--- src/rtl/spi_master_regs.sv ---
// Register-backed SPI master: control/status/data words for an AXI-lite slave and
// one full-duplex, MSB-first SPI transfer per data-register write.
module spi_master_regs #(
    parameter int DATA_WIDTH = 8,
    parameter int DIV_WIDTH  = 8
) (
    input  logic        FCLK_CLK0,
    input  logic        RST_N,
    input  logic [31:0] i_data_to_registers,
    input  logic        i_wr_controll_reg,
    input  logic        i_wr_data_reg,
    output logic [31:0] o_controll_reg,
    output logic [31:0] o_status_reg,
    output logic [31:0] o_data_reg,
    output logic        spi_sclk,
    output logic        spi_mosi,
    input  logic        spi_miso,
    output logic        spi_cs_n
);
    localparam int EDGE_W = 7;
    localparam logic [EDGE_W-1:0] LAST_EDGE = EDGE_W'(2 * DATA_WIDTH);

    typedef enum logic [1:0] {IDLE, SETUP, SHIFT, HOLD} state_t;
    state_t state, state_next;

    logic                  ctrl_en, ctrl_cpol, ctrl_cpha;
    logic [DIV_WIDTH-1:0]  ctrl_div;
    logic                  cpol_snap, cpha_snap;
    logic [DIV_WIDTH-1:0]  div_snap, div_cnt;
    logic [EDGE_W-1:0]     edge_cnt;
    logic [DATA_WIDTH-1:0] tx, rx, data_q, tx_load;
    logic [DATA_WIDTH:0]   rx_ext;
    logic                  sclk_q, mosi_q, cs_n_q, done, overrun;

    // Control value as it will be after this edge: a simultaneous control write
    // is seen by the start check and the snapshot.
    logic                 en_new, cpol_new, cpha_new;
    logic [DIV_WIDTH-1:0] div_new;
    logic busy, start, abort, boundary, shift_last, edge_fire, complete, sample_edge;

    assign en_new   = i_wr_controll_reg ? i_data_to_registers[0] : ctrl_en;
    assign cpol_new = i_wr_controll_reg ? i_data_to_registers[1] : ctrl_cpol;
    assign cpha_new = i_wr_controll_reg ? i_data_to_registers[2] : ctrl_cpha;
    assign div_new  = i_wr_controll_reg ? i_data_to_registers[8 +: DIV_WIDTH] : ctrl_div;

    assign busy        = (state != IDLE);
    assign start       = i_wr_data_reg && en_new && !busy;
    assign abort       = i_wr_controll_reg && !i_data_to_registers[0] && busy;
    assign boundary    = (div_cnt == '0);
    assign shift_last  = (edge_cnt == LAST_EDGE);
    assign edge_fire   = boundary && !abort &&
                         ((state == SETUP) || (state == SHIFT && !shift_last));
    assign complete    = boundary && !abort && (state == HOLD);
    // Edge index 0 is the leading edge; CPHA=0 samples on leading, CPHA=1 on trailing.
    assign sample_edge = ~edge_cnt[0] ^ cpha_snap;
    assign rx_ext      = {rx, spi_miso};
    assign tx_load     = i_data_to_registers[DATA_WIDTH-1:0];

    always_ff @(posedge FCLK_CLK0 or negedge RST_N) begin
        if (!RST_N) state <= IDLE;
        else        state <= state_next;
    end

    always_comb begin
        state_next = state;
        case (state)
            IDLE:    if (start) state_next = SETUP;
            SETUP:   if (abort) state_next = IDLE;
                     else if (boundary) state_next = SHIFT;
            SHIFT:   if (abort) state_next = IDLE;
                     else if (boundary && shift_last) state_next = HOLD;
            HOLD:    if (abort || boundary) state_next = IDLE;
            default: state_next = IDLE;
        endcase
    end

    always_ff @(posedge FCLK_CLK0 or negedge RST_N) begin
        if (!RST_N) begin
            ctrl_en   <= 1'b0;
            ctrl_cpol <= 1'b0;
            ctrl_cpha <= 1'b0;
            ctrl_div  <= '0;
            cpol_snap <= 1'b0;
            cpha_snap <= 1'b0;
            div_snap  <= '0;
            div_cnt   <= '0;
            edge_cnt  <= '0;
            tx        <= '0;
            rx        <= '0;
            data_q    <= '0;
            sclk_q    <= 1'b0;
            mosi_q    <= 1'b0;
            cs_n_q    <= 1'b1;
            done      <= 1'b0;
            overrun   <= 1'b0;
        end else begin
            if (i_wr_controll_reg) begin
                ctrl_en   <= i_data_to_registers[0];
                ctrl_cpol <= i_data_to_registers[1];
                ctrl_cpha <= i_data_to_registers[2];
                ctrl_div  <= i_data_to_registers[8 +: DIV_WIDTH];
                overrun   <= 1'b0;
            end
            if (i_wr_data_reg && busy) overrun <= 1'b1;

            if (start) begin
                cpol_snap <= cpol_new;
                cpha_snap <= cpha_new;
                div_snap  <= div_new;
                div_cnt   <= div_new;
                edge_cnt  <= '0;
                rx        <= '0;
                done      <= 1'b0;
                cs_n_q    <= 1'b0;
                sclk_q    <= cpol_new;
                // CPHA=0 presents the MSB before the first edge; CPHA=1 drives it on that edge.
                if (!cpha_new) begin
                    mosi_q <= tx_load[DATA_WIDTH-1];
                    tx     <= tx_load << 1;
                end else begin
                    tx     <= tx_load;
                end
            end else if (!busy || abort || complete) begin
                sclk_q <= cpol_new;
                cs_n_q <= 1'b1;
                if (complete) begin
                    done   <= 1'b1;
                    data_q <= rx;
                end
            end else begin
                div_cnt <= boundary ? div_snap : div_cnt - 1'b1;
                if (edge_fire) begin
                    sclk_q   <= ~sclk_q;
                    edge_cnt <= edge_cnt + 1'b1;
                    if (sample_edge) begin
                        rx <= rx_ext[DATA_WIDTH-1:0];
                    end else begin
                        mosi_q <= tx[DATA_WIDTH-1];
                        tx     <= tx << 1;
                    end
                end
            end
        end
    end

    always_comb begin
        o_controll_reg                   = '0;
        o_controll_reg[0]                = ctrl_en;
        o_controll_reg[1]                = ctrl_cpol;
        o_controll_reg[2]                = ctrl_cpha;
        o_controll_reg[8 +: DIV_WIDTH]   = ctrl_div;
    end

    assign o_status_reg = {29'b0, overrun, done, busy};
    assign o_data_reg   = 32'(data_q);
    assign spi_sclk     = sclk_q;
    assign spi_mosi     = mosi_q;
    assign spi_cs_n     = cs_n_q;
endmodule

--- config.mk ---
export PLATFORM = sky130hd
export DESIGN_NAME = spi_master_regs
export DESIGN_NICKNAME = d
export VERILOG_FILES = /design/src/rtl/spi_master_regs.sv
export SDC_FILE = /design/constraint.sdc
export NUM_CORES = 1
export LEC_CHECK = 0
export CAP_MARGIN = 40
export CORE_MARGIN = 3
export CORE_UTILIZATION = 41
export CTS_CLUSTER_DIAMETER = 50
export CTS_CLUSTER_SIZE = 12
export DETAILED_ROUTE_END_ITERATION = 10
export GPL_TIMING_DRIVEN = 0
export PLACE_DENSITY_LB_ADDON = 0.2
export RECOVER_POWER = 100
export SLEW_MARGIN = 20
export SYNTH_ARGS = -nofsm -noshare
export SYNTH_HDL_FRONTEND = slang
export SYNTH_SLANG_ARGS = --single-unit
export TNS_END_PERCENT = 30
--- constraint.sdc ---
create_clock -name FCLK_CLK0 -period 2.2 [get_ports FCLK_CLK0]
set_input_delay 0.44 -clock FCLK_CLK0 [delete_from_list [all_inputs] [get_ports FCLK_CLK0]]
set_output_delay 0.44 -clock FCLK_CLK0 [all_outputs]
set_load 0.005 [all_outputs]
==> run summary <==
Most frequent cell after synthesis - buf_4
Largest cells by area after synthesis - dfrtp_1 (43%), buf_4 (16%), mux2_2 (5.6%)
Mux share of post-synthesis cell area - 0.0823
Core Region - 0.00889 mm^2
Synth Area in XOR/XNOR - 0.0230
Hold Vio Cnt, Final - 0
Post-synth top cells - buf_4 (81), dfrtp_1 (65), nor2_1 (44), nand2_1 (39)
Worst path slowest cell - or4_1
# rows - 34
Post-synth ARST share - 1.00
HP Class - primary input to asynchronous set/reset pin
Die height - 102 um
Ant diodes - 0
Non-filler cells, final - 651
Static leakage power - 2.46 nW
Clock latency at the later pin of the worst-skew pair - 0.35 ns
Crit-path max FO - 10
DRT antenna net count - 0
Synth Flop Type - dfrtp_1
Cell taking the most area after synthesis - dfrtp_1
CTS Buf Count - 9
Worst setup skew after layout - 0.00760 ns
Routed WL - 8340 um
Die width - 102 um
DR iter-0 viols - 147
Final period util - 1.10
Max VDD drop - 0.000403 V
PortBufs - 45
CP startpoint kind - flop
Fmax - 0.413 GHz
Cells along the critical path - or4_1 > buf_2 > or4_4 > buf_8 > nor3b_4 > buf_4 > o21ai_0
Power per cell area - 811 mW/mm^2
DR pass1 iterations - 4
Initial Util - 0.429
Status - complete, but fails checks
Sequential fraction of the synthesis area - 0.433
RR Startpoint - div_cnt[2]
Data arrival, critical path - 2.65 ns
# setup viols final - 33
Largest net degree at the start of global routing - 38
CTS Buffer Depth - 2
Synth cell types - 51
Netlist Area Pre-Place - 0.00381 mm^2
Initial antenna violation count - 0
Violated checks - capacitance limit, slew limit, setup timing
Warnings from Yosys - 0
Nets - 579
Final Max Tran Viols - 31
Inst Count DP - 628
Max incr delay on CP - 0.49 ns
Htree depth - 3
Number of global-route vias before repair - 2820
Post-Synth Adder-Cell Area - 0.0131
Max-cap violation count - 1
IO Count - 136
Fillers - 843
GRT overflow - 0
Vias - 2941
Syn avg cell area - 9.51 um^2
Detailed placement HPWL - 6200 um
Final worst slack - -0.219 ns
Final design utilization - 0.566
Worst Tran Pin Value - 1.61 ns
Wire per inst - 12.8 um
Overall routing resource usage - 0.167
Number of enable flip-flop cells after synthesis - 0
CTS Hold Bufs - 0
Fraction of layout cells with a size suffix above 1 - 0.260
Flop-to-flop setup slack - -0.22 ns
Synth Instances - 401
Synth top area share - 0.426
Worst path required time - 2.43 ns
CTS tree - done
Clock root cell - clkbuf_8
Synth Area in Compound Gates - 0.0948
Max_slew headroom - -0.0762
DR vias/cell - 4.52
Die ar. - 0.0105 mm^2
#FFs+latches synth - 66
Post-route DRC - 0
Crit Path Class - flop to flop
Syn-to-layout area delta - 31.8%
Post-Synth Simple-Gate Area - 0.167
Largest family of logic cells by synthesized area - buffers and inverters
Global-route wire length before repair - 13800 um
Clk sinks - 66
Crit path capture type - flop
Reg clk slew, reported paths - 0.08 ns
RSZ-0062 raised after global routing - yes
R2R depth - 7
Crit Reg-Reg Endpoint - rx[6]
Placer congestion estimate - 0.821
Post-layout min period - 2.42 ns
## worst max-delay path: cells and delay by family (launching register included)
kind                   cells  cell delay (ns)
and+or+nand+nor            3             1.29
buffers and inverters      3             0.53
DFF                        1             0.40
AOI/OAI and AO/OA          1             0.08
## per-layer routing
metal	track usage	vias up	wire, um
met5	0	-	0
met3	0.0457	5	532
met2	0.261	87	3910
met4	0.0323	0	51
li1	-	1483	-
met1	0.234	1366	3860
## sequential cells by signal (all words and copies together), names as in the netlist, 2 cells and up
signal,flops
tx,8
rx,8
edge_cnt,7
ctrl_div,8
div_cnt,8
data_q,8
state,2
div_snap,8
## layout by cell type (no fill, tap or decap), types with 5 or more instances in the layout
master	instances
buf_4	83
conb_1	74
dfrtp_1	65
nor2_1	42
nand2_1	39
dlygate4sd3_1	24
clkdlybuf4s50_1	20
a21oi_1	19
nand3_1	14
o21ai_0	13
mux2i_1	10
mux2_1	9
mux2_2	9
clkbuf_8	9
xnor2_1	7
inv_1	6
and3_1	6
nor3_1	6
clkbuf_1	5
clkbuf_2	5
## where the power goes
group / switching (mW) / internal (mW) / total [mW] / leakage [nW]
Clock: 0.516 / 0.765 / 1.28 / 0.124
Sequential: 0.187 / 1.48 / 1.66 / 0.819
Combinational: 0.583 / 0.553 / 1.14 / 1.51
Total: 1.29 / 2.79 / 4.08 / 2.46
## worst max path at each step
stage | startpoint | end | slack, ns
2_1_floorplan | div_cnt[3] | data_q[0] | -0.11
3_3_place_gp | RST_N | rx[7] | -1.59
3_5_place_dp | i_wr_controll_reg | div_cnt[0] | -0.65
4_1_cts | div_cnt[2] | tx[4] | -0.22
5_1_grt | div_cnt[2] | tx[4] | -0.34
6_report | div_cnt[2] | rx[6] | -0.22
## logic make-up (layout without fill, tap and decap cells)
logic type	Yosys count	after routing
other	1	74
AO/OA/AOI/OAI	56	56
flip-flops	66	66
XOR/XNOR	10	10
AND/OR/NAND/NOR	132	133
multiplexers	29	29
buffers and inverters	103	171
adder cells (fa/ha/maj)	4	4
## area by class of cell
class,instances,area (um^2),area share
timing repair buffer,52,504,0.100
clock buffer,9,124,0.0246
tap,108,135,0.0269
multi-input combinational,306,1760,0.351
clock inverter,7,125,0.0249
inverter,7,26.3,0.00522
buffer,96,698,0.139
sequential,66,1650,0.329
## metrics by stage
stage          instance area, um^2  setup slack [ns]  total power [mW]  TNS [ns]  hold slack, ns
3_3_place_gp                  4690             -1.59              2.78   -125.45           0.471
4_1_cts                       5030            -0.223              4.13     -5.61          0.0321
2_1_floorplan                 4100            -0.115              2.43     -2.80           0.144
6_report                      5030            -0.219              4.08     -5.45           0.486
3_5_place_dp                  4710            -0.649              2.81    -22.15           0.409
5_1_grt                       5030            -0.342              4.34    -13.37           0.525
## what timing repair did
action	4_1_cts	5_1_grt
pin swaps	3	3
gates resized for setup	12	9
buffers inserted	5	0
cloned	2	0
setup endpoints to repair	46	45
Note: power is estimated with default switching activity, not from simulation.
